`src/rtl/cla_pkg.sv`:
```
// cla_pkg: shared constants for the pipelined carry-lookahead adder.
//   WIDTH_DEF - default operand width
//   GRP       - bits per lookahead group
//   SGRP      - bits per supergroup (carries ripple between supergroups)
package cla_pkg;
    localparam int WIDTH_DEF = 32;
    localparam int GRP = 4;
    localparam int SGRP = 16;
endpackage

```
`src/rtl/cla_add_pipe_if.sv`:
```
// cla_add_pipe_if: valid/ready operand and result bus of the pipelined adder.
//   master: drives in_valid, a, b, cin, sub, out_ready
//   slave : drives in_ready, out_valid, sum, cout, ovf, zero
interface cla_add_pipe_if import cla_pkg::*; #(parameter int WIDTH = WIDTH_DEF);
    logic             in_valid;
    logic             in_ready;
    logic [WIDTH-1:0] a;
    logic [WIDTH-1:0] b;
    logic             cin;
    logic             sub;
    logic             out_valid;
    logic             out_ready;
    logic [WIDTH-1:0] sum;
    logic             cout;
    logic             ovf;
    logic             zero;
    modport master (output in_valid, a, b, cin, sub, out_ready,
                    input in_ready, out_valid, sum, cout, ovf, zero);
    modport slave (input in_valid, a, b, cin, sub, out_ready,
                   output in_ready, out_valid, sum, cout, ovf, zero);
endinterface

```
`src/rtl/cla_pg4.sv`:
```
// cla_pg4: 4-input carry-lookahead unit.
//   p, g : propagate/generate of the four inputs (bits or groups)
//   ci   : carry into input 0
//   c    : c[k] is the carry out of input k-1
//   gp,gg: propagate/generate of the whole block
module cla_pg4 (
    input  logic [3:0] p,
    input  logic [3:0] g,
    input  logic       ci,
    output logic [4:1] c,
    output logic       gp,
    output logic       gg
);
    assign c[1] = g[0] | (p[0] & ci);
    assign c[2] = g[1] | (p[1] & g[0]) | (&p[1:0] & ci);
    assign c[3] = g[2] | (p[2] & g[1]) | (&p[2:1] & g[0]) | (&p[2:0] & ci);
    assign gg   = g[3] | (p[3] & g[2]) | (&p[3:2] & g[1]) | (&p[3:1] & g[0]);
    assign gp   = &p;
    assign c[4] = gg | (gp & ci);
endmodule

```
`src/rtl/cla_add_pipe.sv`:
```
// cla_add_pipe: two-stage pipelined carry-lookahead adder/subtractor.
//   clk, rst_n : clock, asynchronous active-low reset
//   bus        : slave side of cla_add_pipe_if (operands in, result out)
// Stage 1 registers bit and group propagate/generate; stage 2 resolves
// carries (lookahead within 16-bit supergroups, ripple between them).
module cla_add_pipe import cla_pkg::*; #(parameter int WIDTH = WIDTH_DEF) (
    input logic clk,
    input logic rst_n,
    cla_add_pipe_if.slave bus
);
    localparam int NG = WIDTH / GRP;
    localparam int NS = WIDTH / SGRP;
    localparam int GPS = SGRP / GRP;
    logic [WIDTH-1:0] bx, p_d, g_d;
    logic [NG-1:0] gp_d, gg_d;
    logic [4*NG-1:0] unused_c1;
    logic s1_valid, s2_adv, in_ready, in_fire, s1_fire;
    logic [WIDTH-1:0] s1_p, s1_g;
    logic [NG-1:0] s1_gp, s1_gg;
    logic s1_c0;
    logic [NG:0] gc;
    logic [WIDTH:0] bc;
    logic [NG-1:0] unused_bc, unused_bp, unused_bg;
    logic [NS-1:0] unused_sp, unused_sg;
    logic [WIDTH-1:0] sum_d, sum_q;
    logic out_valid, cout_q, ovf_q, zero_q;
    assign bx = bus.sub ? ~bus.b : bus.b;
    assign p_d = bus.a ^ bx;
    assign g_d = bus.a & bx;
    // Only group p/g are needed in stage 1; the carries come later.
    for (genvar i = 0; i < NG; i++) begin : g_s1
        cla_pg4 u_grp (
            .p(p_d[GRP*i +: GRP]), .g(g_d[GRP*i +: GRP]), .ci(1'b0),
            .c(unused_c1[4*i +: 4]), .gp(gp_d[i]), .gg(gg_d[i])
        );
    end
    assign s2_adv = !out_valid || bus.out_ready;
    assign in_ready = !s1_valid || s2_adv;
    assign in_fire = bus.in_valid && in_ready;
    assign s1_fire = s1_valid && s2_adv;
    always_ff @(posedge clk) begin
        if (in_fire) begin
            s1_p  <= p_d;
            s1_g  <= g_d;
            s1_gp <= gp_d;
            s1_gg <= gg_d;
            s1_c0 <= bus.sub | bus.cin;
        end
    end
    // Group carries: c[4] of each supergroup unit ripples into the next one.
    assign gc[0] = s1_c0;
    for (genvar s = 0; s < NS; s++) begin : g_sg
        cla_pg4 u_sg (
            .p(s1_gp[GPS*s +: GPS]), .g(s1_gg[GPS*s +: GPS]), .ci(gc[GPS*s]),
            .c(gc[GPS*s+GPS : GPS*s+1]), .gp(unused_sp[s]), .gg(unused_sg[s])
        );
    end
    // Bit carries inside each group; the group's carry-out comes from gc.
    for (genvar j = 0; j < NG; j++) begin : g_bit
        assign bc[GRP*j] = gc[j];
        cla_pg4 u_bit (
            .p(s1_p[GRP*j +: GRP]), .g(s1_g[GRP*j +: GRP]), .ci(gc[j]),
            .c({unused_bc[j], bc[GRP*j+3 : GRP*j+1]}),
            .gp(unused_bp[j]), .gg(unused_bg[j])
        );
    end
    assign bc[WIDTH] = gc[NG];
    assign sum_d = s1_p ^ bc[WIDTH-1:0];
    always_ff @(posedge clk or negedge rst_n) begin
        if (!rst_n) begin
            s1_valid  <= 1'b0;
            out_valid <= 1'b0;
            sum_q     <= '0;
            cout_q    <= 1'b0;
            ovf_q     <= 1'b0;
            zero_q    <= 1'b0;
        end else begin
            s1_valid <= in_fire ? 1'b1 : (s2_adv ? 1'b0 : s1_valid);
            if (s2_adv) out_valid <= s1_valid;
            if (s1_fire) begin
                sum_q  <= sum_d;
                cout_q <= bc[WIDTH];
                ovf_q  <= bc[WIDTH] ^ bc[WIDTH-1];
                zero_q <= ~|sum_d;
            end
        end
    end
    assign bus.in_ready  = in_ready;
    assign bus.out_valid = out_valid;
    assign bus.sum       = sum_q;
    assign bus.cout      = cout_q;
    assign bus.ovf       = ovf_q;
    assign bus.zero      = zero_q;
endmodule

```
`src/flat_wrapper.sv`:
```
// flat-port wrapper written by rule: the top's interface ports become plain ports
module cla_add_pipe_flat import cla_pkg::*;
#(parameter int WIDTH = WIDTH_DEF)
  (clk, rst_n, bus_in_valid, bus_a, bus_b, bus_cin, bus_sub, bus_out_ready, bus_in_ready, bus_out_valid, bus_sum, bus_cout, bus_ovf, bus_zero);
  cla_add_pipe_if #(.WIDTH(WIDTH)) bus_i ();
  input logic clk;
  input logic rst_n;
  input wire logic [$bits(bus_i.in_valid)-1:0] bus_in_valid;
  input wire logic [$bits(bus_i.a)-1:0] bus_a;
  input wire logic [$bits(bus_i.b)-1:0] bus_b;
  input wire logic [$bits(bus_i.cin)-1:0] bus_cin;
  input wire logic [$bits(bus_i.sub)-1:0] bus_sub;
  input wire logic [$bits(bus_i.out_ready)-1:0] bus_out_ready;
  output wire logic [$bits(bus_i.in_ready)-1:0] bus_in_ready;
  output wire logic [$bits(bus_i.out_valid)-1:0] bus_out_valid;
  output wire logic [$bits(bus_i.sum)-1:0] bus_sum;
  output wire logic [$bits(bus_i.cout)-1:0] bus_cout;
  output wire logic [$bits(bus_i.ovf)-1:0] bus_ovf;
  output wire logic [$bits(bus_i.zero)-1:0] bus_zero;
  assign bus_i.in_valid = bus_in_valid;
  assign bus_i.a = bus_a;
  assign bus_i.b = bus_b;
  assign bus_i.cin = bus_cin;
  assign bus_i.sub = bus_sub;
  assign bus_i.out_ready = bus_out_ready;
  assign bus_in_ready = bus_i.in_ready;
  assign bus_out_valid = bus_i.out_valid;
  assign bus_sum = bus_i.sum;
  assign bus_cout = bus_i.cout;
  assign bus_ovf = bus_i.ovf;
  assign bus_zero = bus_i.zero;
  cla_add_pipe #(.WIDTH(WIDTH)) u_core (.clk(clk), .rst_n(rst_n), .bus(bus_i));
endmodule
```
`config.mk`:
```
export PLATFORM = sky130hd
export DESIGN_NAME = cla_add_pipe_flat
export DESIGN_NICKNAME = d
export VERILOG_FILES = /design/src/rtl/cla_pkg.sv /design/src/rtl/cla_add_pipe_if.sv /design/src/rtl/cla_pg4.sv /design/src/rtl/cla_add_pipe.sv /design/src/flat_wrapper.sv
export SDC_FILE = /design/constraint.sdc
export NUM_CORES = 1
export LEC_CHECK = 0
export ABC_AREA = 1
export ABC_CLOCK_PERIOD_IN_PS = 3050
export BUFFER_PORTS_ARGS = -buffer_cell sky130_fd_sc_hd__buf_2
export CORE_MARGIN = 8
export CORE_UTILIZATION = 40
export DETAILED_ROUTE_END_ITERATION = 10
export REMOVE_ABC_BUFFERS = 1
export SYNTH_ARGS = -nofsm -noshare
export SYNTH_HDL_FRONTEND = slang
export SYNTH_SLANG_ARGS = --single-unit
```
`constraint.sdc`:
```
create_clock -name clk -period 3.05 [get_ports clk]
set_input_delay 0.61 -clock clk [delete_from_list [all_inputs] [get_ports clk]]
set_output_delay 0.61 -clock clk [all_outputs]
set_load 0.1 [all_outputs]
```
### After elaboration in Yosys (flattened, before gate mapping)

Cells that the tools add are included.

| word-level totals | value |
|---|---|
| register bits | 117 |
| word-level logic and storage cells | 273 |

| operators by class | value |
|---|---|
| muxes and demuxes | 3 |
| bitwise logic cells | 190 |
| reduce and logical (&&, ||, !) cells | 69 |

Operators by type and width:

| operator | number |
|---|---|
| $or A1 B1 Y1 | 93 |
| $and A1 B1 Y1 | 92 |
| $xor A32 B32 Y32 | 2 |
| $reduce_and A2 Y1 | 30 |
| $reduce_and A3 Y1 | 20 |
| $reduce_and A4 Y1 | 10 |
| $and A32 B32 Y32 | 1 |
| $mux W32 | 1 |
| $not A32 Y32 | 1 |
| $reduce_or A32 Y1 | 1 |
| $logic_not A1 Y1 | 3 |
| $logic_and A1 B1 Y1 | 2 |
| $logic_or A1 B1 Y1 | 2 |
| $mux W1 | 2 |
| $reduce_bool A2 Y1 | 1 |
| $xor A1 B1 Y1 | 1 |

### Longest topological paths before layout

Gate-level depths: netlist of the first run.

| logic depth | value |
|---|---|
| depth after elaboration | 12 |
| depth in mapped cells | 19 |

### By module

Synthesis of the first run repeated with hierarchy kept, for this count alone.

| unflattened totals | value |
|---|---|
| cell total of the unflattened synthesis | 765 |
| area total of the unflattened synthesis | 6,707.7 sq um |

By module, submodules not included:

| module | instances | cells each | area an instance (sq um) |
|---|---|---|---|
| cla_add_pipe | 1 | 423 | 5,086.1 |
| cla_pg4 | 18 | 19 | 90.1 |

### Worst setup path before layout of the first run

OpenSTA, ideal clock, no wires.

| timing | value |
|---|---|
| path type | register -> register |
| start point | register u_core.out_valid, in the netlist u_core.bus.out_valid |
| end point | register u_core.s1_c0, enable pin |
| arrival time | 3.385 ns |
| data required time | 2.623 ns |
| slack | -0.762 ns |
| stages on the path, launching flop included | 4 |
| buffers on the path | 0 |
| period minus slack after synthesis | 3.812 ns |
| cell sequence | dfrtp_1 nand3_1 nand2_1 inv_1 |

| between the ends | value |
|---|---|
| word-level cells in the longest chain between the ends | 4 |

Ends and longest elaborated chain:

| element | line | source |
|---|---|---|
| from (decl) | cla_add_pipe.sv:26 | `logic out_valid, cout_q, ovf_q, zero_q;` |
| from (signal assigned) | cla_add_pipe.sv:79 | `if (s2_adv) out_valid <= s1_valid;` |
| $logic_not A1 Y1 | cla_add_pipe.sv:37 | `assign s2_adv = !out_valid \|\| bus.out_ready;` |
| $logic_or A1 B1 Y1 | cla_add_pipe.sv:37 |  |
| $logic_or A1 B1 Y1 | cla_add_pipe.sv:38 | `assign in_ready = !s1_valid \|\| s2_adv;` |
| via bus_in_ready | flat_wrapper.sv:14 | `output wire logic [$bits(bus_i.in_ready)-1:0] bus_in_ready;` |
| $logic_and A1 B1 Y1 | cla_add_pipe.sv:39 | `assign in_fire = bus.in_valid && in_ready;` |
| via u_core.in_fire | cla_add_pipe.sv:17 | `logic s1_valid, s2_adv, in_ready, in_fire, s1_fire;` |
| to (signal assigned) | cla_add_pipe.sv:47 | `s1_c0 <= bus.sub \| bus.cin;` |
| to (decl) | cla_add_pipe.sv:20 | `logic s1_c0;` |

The timed path passes the listed nets, and every way through them passes these cells.
A chain may end at the register's enable or synchronous reset.

### Worst setup path in the final report of the first run

| timing | value |
|---|---|
| start point | register u_core.s1_c0 |
| end point | register u_core.zero_q, in the netlist u_core.bus.zero |

| between the ends | value |
|---|---|
| word-level cells in the longest chain between the ends | 9 |
| elaborated cells on any way between the ends | 65 |
| classes of those cells | bitwise: 63; reduce/logical: 2 |

Ends and longest elaborated chain:

| element | line | source |
|---|---|---|
| $and A1 B1 Y1 | cla_pg4.sv:19 | `assign c[4] = gg \| (gp & ci);` |
| $or A1 B1 Y1 | cla_pg4.sv:19 |  |
| $and A1 B1 Y1 (on tied branches) | cla_pg4.sv:14, cla_pg4.sv:15, cla_pg4.sv:16 |  |
| $or A1 B1 Y1 (on tied branches) | cla_pg4.sv:14, cla_pg4.sv:15, cla_pg4.sv:16 |  |
| $and A1 B1 Y1 (on tied branches) | cla_pg4.sv:14, cla_pg4.sv:15, cla_pg4.sv:16 |  |
| $or A1 B1 Y1 (on tied branches) | cla_pg4.sv:14, cla_pg4.sv:15, cla_pg4.sv:16 |  |
| $xor A32 B32 Y32 (*) | cla_add_pipe.sv:68 | `assign sum_d = s1_p ^ bc[WIDTH-1:0];` |
| $reduce_or A32 Y1 (*) | cla_add_pipe.sv:84 | `zero_q <= ~\|sum_d;` |
| $logic_not A1 Y1 (*) | cla_add_pipe.sv:84 |  |
| to (signal assigned) | cla_add_pipe.sv:84 |  |
| to (decl) | cla_add_pipe.sv:26 |  |

Mark *: on every way between the ends. The rest lies on a longest branch, timed or not.

==> results.json, run 1 <==
{
  "finClkSkew_ns": 0.00861,
  "start_util_pct": 40.7,
  "portBuffers": 106,
  "rsz0062_at_grt": "false",
  "dieArea_sq_um": 18100,
  "finalNonFillerCells": 844,
  "maxCapViolations": 0,
  "antenna_found_initial": 0,
  "cts-root-buf": "clkbuf_16",
  "io_pins": 107,
  "avgViaCountPerCell": 4.83,
  "final_nets": 769,
  "grt_pass1_wl_microns": 19800,
  "cp_data_arrival_time_ns": 2.72,
  "clk_latency_ns": 0.35,
  "placed_cells": 828,
  "synth-async-reset-ratio_pct": 33.6,
  "syn-instance-count": 549,
  "drive_gt1_share_pct": 22.1,
  "synth_area_leaders": "edfxtp_1 39%, dfrtp_1 16%, ha_1 8.9%",
  "cts_hold_buf": 0,
  "cts-buffers-inserted": 9,
  "final_common_cell": "nand2_1",
  "max-clock-path-buffers": 2,
  "gp_congestion": 0.786,
  "cp.required_ns": 3.34,
  "post_cts_buffers": 0,
  "syn_avg_cell_area_sq_um": 10.3,
  "avgRoutedWirePerCell_microns": 14.3,
  "yosysWarnings": 0,
  "h-tree-depth": 3,
  "slew_headroom_pct": 37.5,
  "core_sq_um": 13800,
  "ir_drop_mv": 0.296,
  "areaGrowthSynthToFinish_pct": 19.3,
  "ys_seq_elements": 110,
  "final_util_pct": 48.5,
  "synth-simple-area-share_pct": 19.9,
  "synthAdderAreaFrac_pct": 8.89,
  "grt_max_degree": 44,
  "cts_sinks": 110,
  "die_w_microns": 135,
  "synth-xor-area-share_pct": 5.76,
  "r2r_slack_ns": 0.62,
  "first_global_vias": 4111,
  "synth.top_cell.area_share_pct": 39.0,
  "crit_path_end_kind": "flip-flop",
  "ys.flop_type": "edfxtp_1",
  "drtIter0Drc": 248,
  "synth.distinct_cells": 30,
  "synth-edff-count": 73,
  "layout_common_cells": "120 x nand2_1, 106 x buf_2, 73 x edfxtp_1, 45 x nor2_1, 41 x nand3_1",
  "hold_viol": 0,
  "post-dp-hpwl_microns": 9640,
  "worst_slew_pin_slew_ns": 0.937,
  "yosys.area.top_type": "edfxtp_1",
  "synth-compound-area-share_pct": 6.69,
  "synth_top_family_by_area": "simple AND/OR/NAND/NOR gates",
  "powerDensity_nw_per_um2": 808,
  "cts_tree": "built",
  "finalSetupViolations": 0,
  "path_class": "flip-flop to flip-flop",
  "num_vias": 4077,
  "status": "completed",
  "antenna_left": 0,
  "fin_crit_ns": 2.43,
  "gr-usage-all-layers_pct": 13.7,
  "postCtsResizedCells": 0,
  "yosysSeqAreaShare_pct": 55.4,
  "row_count": 43,
  "drc": 0,
  "drt_pre_antenna_iters": 4,
  "power.total_mw": 5.43,
  "fp.dieH_microns": 135,
  "final-max-slew-violation-count": 0,
  "fin_crit_sh_pct": 79.8,
  "path_clk_slew_ns": 0.07,
  "p_leak_nw": 3.12,
  "final_cell_area_sq_um": 6710,
  "start_kind": "flip-flop",
  "finalWirelength_microns": 12100,
  "overflow": 0,
  "fmax_mhz": 411,
  "hold_class": "input pin to asynchronous set/reset pin",
  "antenna_cells": 0,
  "mappedNetlistArea_sq_um": 5630,
  "tns_ns": 0,
  "synth.mux.area_fraction_pct": 0,
  "postPlaceCellArea_sq_um": 6380,
  "cp_max_fo": 6
}
## stage by stage
stage / setup slack (ns) / hold WS [ns]
after floorplan: -0.762 / 0.314
after global placement: 0.654 / 0.465
after detailed placement: 0.611 / 0.463
after CTS: 0.595 / 0.400
after global routing: 0.401 / 0.448
final: 0.616 / 0.369
## Yosys cell counts (7+ instances only)
master    number
nand2_1      120
edfxtp_1      73
nor2_1        45
nand3_1       41
ha_1          40
inv_1         38
dfrtp_1       37
xor2_1        34
a21oi_1       23
nand4_1       13
a31oi_1       12
nand2_2       12
o21ai_0       11
o21ai_1        8
clkbuf_1       7
## report_power, final
part	leakage (nW)	total, mW	internal [mW]	switching, mW
sequential	1.16	2.06	1.89	0.167
clock	0.163	1.29	0.770	0.524
combinational	1.80	2.07	0.411	1.66
## final cells by class
class	instances	area [sq um]
Fill cell	1269	7120
Tap cell	180	225
Sequential cell	110	3120
Clock buffer	12	256
Timing Repair Buffer	109	566
Multi-Input combinational cell	389	2320
Clock inverter	4	77.6
Inverter	40	150
## flip-flops by register name (all words and copies together), names as in the netlist, 8 cells and up
| name | cells |
|---|---|
| u_core.bus.sum | 32 |
| u_core.s1_p | 32 |
| u_core.s1_g | 24 |
| u_core.s1_gg | 8 |
| u_core.s1_gp | 8 |
## per-layer routing
metal / global-route usage, % / wire, microns / up-vias / share of wire [%]
met2: 23.8 / 6090 / 75 / 50
met5: 0 / 0 / - / 0
li1: - / - / 2102 / -
met1: 16.0 / 5360 / 1892 / 44
met3: 3.31 / 535 / 8 / 4.4
met4: 5.12 / 124 / 0 / 1.0
## worst paths after layout
path,from,endpoint,cells after the start
max,u_core.s1_c0,u_core.bus.zero,18
min,rst_n,u_core.bus.out_valid,1
max reg2reg,u_core.s1_c0,u_core.bus.zero,18
min reg2reg,u_core.bus.sum[21],u_core.bus.sum[21],2
max in group asynchronous,rst_n,u_core.bus.sum[15],1
min in group clk,u_core.bus.sum[21],u_core.bus.sum[21],2
## cell families (layout without fill, tap and decap cells)
kind of cell,Yosys count,after routing
AO/OA/AOI/OAI,65,65
XOR/XNOR,37,37
adder cells (fa/ha/maj),40,40
buffers and inverters,50,165
flip-flops,110,110
AND/OR/NAND/NOR,247,247
## critical path: stages, from the launching register on
cell and delay [ns]:
edfxtp_1 0.50, nand2_2 0.13, nand2_2 0.08, nand3_2 0.08, nand2_4 0.09, nand2_4 0.09, nand2_4 0.07, ha_1 0.23
o21bai_1 0.17, nand2_1 0.07, nor2_1 0.13, nand2_1 0.07, nor2_1 0.08, nand3_1 0.07, nor2_1 0.14, nand3_1 0.08
nor2_1 0.13, nand3_1 0.09, nand2_1 0.06
Power figures use the tool's default switching activity.
==> run 2: changes to the inputs <==
ABC_CLOCK_PERIOD_IN_PS = 2240   (was 3050)
clock period = 2.24 ns   (was 3.05 ns; I/O delays follow)
==> results.json, run 2 (same netlist as run 1, synthesis figures left out) <==
{
  "status": "completed",
  "grt_max_degree": 74,
  "cts_hold_buf": 0,
  "post-dp-hpwl_microns": 9820,
  "rsz0062_at_grt": "true",
  "overflow": 0,
  "areaGrowthSynthToFinish_pct": 20.2,
  "switching_share_pct": 45.0,
  "cp.required_ns": 2.52,
  "io_pins": 107,
  "hold_viol": 0,
  "power.share.clock_pct": 20.5,
  "final-max-slew-violation-count": 0,
  "h-tree-depth": 3,
  "tns_ns": 0,
  "avgRoutedWirePerCell_microns": 15.1,
  "gr-usage-all-layers_pct": 14.5,
  "path_clk_slew_ns": 0.07,
  "maxCapViolations": 0,
  "final_cell_area_sq_um": 6760,
  "final_nets": 774,
  "final_common_cell": "nand2_1",
  "internal-power_mw": 3.95,
  "path_class": "flip-flop to flip-flop",
  "antenna_found_initial": 0,
  "layout_common_cells": "120 x nand2_1, 106 x buf_2, 73 x edfxtp_1, 45 x nor2_1, 41 x nand3_1",
  "worst_slew_pin_slew_ns": 0.667,
  "start_kind": "flip-flop",
  "row_count": 43,
  "first_global_vias": 4346,
  "max-clock-path-buffers": 2,
  "fp.dieH_microns": 135,
  "finalWirelength_microns": 12800,
  "pwr-share-comb_pct": 40.4,
  "core_sq_um": 13800,
  "final_util_pct": 48.9,
  "gp_congestion": 0.822,
  "drive_gt1_share_pct": 23.8,
  "cp_max_fo": 5,
  "finClkSkew_ns": 0.00637,
  "fin_crit_sh_pct": 98.0,
  "fmax_mhz": 456,
  "postPlaceCellArea_sq_um": 6400,
  "num_vias": 4185,
  "dieArea_sq_um": 18100,
  "cp_data_arrival_time_ns": 2.48,
  "drt_pre_antenna_iters": 4,
  "die_w_microns": 135,
  "cts-root-buf": "clkbuf_16",
  "cts_tree": "built",
  "grt_pass1_wl_microns": 21000,
  "powerDensity_nw_per_um2": 1060,
  "crit_path_end_kind": "flip-flop",
  "slew_headroom_pct": 55.5,
  "clk_latency_ns": 0.34,
  "fillers": 1300,
  "antenna_cells": 0,
  "cts-buffers-inserted": 9,
  "cts_sinks": 110,
  "hold_class": "input pin to asynchronous set/reset pin",
  "power.switching_mw": 3.23,
  "start_util_pct": 40.7,
  "power.share.sequential_pct": 39.2,
  "portBuffers": 106,
  "p_leak_nw": 3.12,
  "ir_drop_mv": 0.462,
  "fin_crit_ns": 2.20,
  "antenna_left": 0,
  "drc": 0,
  "drtIter0Drc": 324,
  "avgViaCountPerCell": 4.93,
  "finalSetupViolations": 0
}
==> run 2: changes by cell type in the layout (fill, tap and decap cells not counted), moves of 2 or more <==
cell | previous run | this run
o21bai_1 | 5 | 3
o21bai_4 | 0 | 2
clkinv_2 | 0 | 3
bufinv_16 | 2 | 0
buf_4 | 2 | 5
inv_1 | 37 | 35
ha_4 | 0 | 3
ha_1 | 40 | 36
inv_2 | 3 | 5
==> run 2: cell type report <==
class	count	area, sq um	area share, %
Tap cell	180	225	3.33
Inverter	40	150	2.22
Clock inverter	4	22.5	0.333
Multi-Input combinational cell	389	2380	35.2
Sequential cell	110	3120	46.1
Timing Repair Buffer	114	619	9.16
Clock buffer	12	246	3.64
==> run 2: metal layers <==
| metal | vias up | GRT usage, % | wire length (microns) |
|---|---|---|---|
| li1 | 2119 | - | - |
| met2 | 91 | 25.1 | 6430 |
| met1 | 1965 | 17.4 | 5630 |
| met4 | 0 | 4.24 | 135 |
| met5 | - | 0 | 0 |
| met3 | 10 | 3.45 | 622 |
==> run 2: what timing repair did <==
action,CTS,global route
buffers inserted,0,3
gates resized for setup,0,11
hold endpoints to repair,0,0
endpoints found under the setup margin,0,1
==> run 2: worst max-delay path, cell delays in order, from the launching register on <==
cell,delay [ns]
edfxtp_1,0.42
nor2_1,0.16
nand2_2,0.09
nand3_2,0.08
nand2_4,0.08
nand2_4,0.09
nand2_4,0.06
ha_4,0.18
o21bai_4,0.14
nand2_1,0.07
nor2_1,0.10
nand2_1,0.06
nor2_1,0.10
nand3_1,0.07
nor2_1,0.11
nand3_1,0.07
nor2_1,0.11
nand3_1,0.07
nand2_1,0.07
==> run 2: power groups by stage <==
stage | registers [mW] | clock network [mW] | logic, mW
6_report | 2.81 | 1.47 | 2.90
4_1_cts | 2.81 | 1.49 | 2.87
3_5_place_dp | 2.85 | 0 | 2.86
2_1_floorplan | 4.27 | 0 | 0.774
5_1_grt | 2.85 | 1.59 | 3.10
3_3_place_gp | 2.83 | 0 | 2.84
==> run 2: path summary, 6_finish.rpt <==
check                              startpoint                 end  slack, ns  cells after the start
setup / recovery              u_core.s1_gg[0]     u_core.bus.zero       0.04                     18
hold / removal                          rst_n   u_core.bus.sum[2]       0.16                      2
setup reg to reg              u_core.s1_gg[0]     u_core.bus.zero       0.04                     18
max in group asynchronous               rst_n  u_core.bus.sum[21]       1.72                      2
hold reg to reg            u_core.bus.sum[31]  u_core.bus.sum[31]       0.48                      2
min in group clk                 bus_in_valid     u_core.s1_valid       0.35                      3
==> run 2: stage by stage <==
stage	std cells	power (mW)	setup WS, ns	hold slack, ns
6_report	849	7.18	0.0447	0.161
5_1_grt	849	7.54	-0.164	0.207
4_1_cts	846	7.17	0.0296	0.183
3_5_place_dp	830	5.71	0.0402	0.469
3_3_place_gp	830	5.67	0.127	0.459
2_1_floorplan	539	5.05	-1.57	0.152
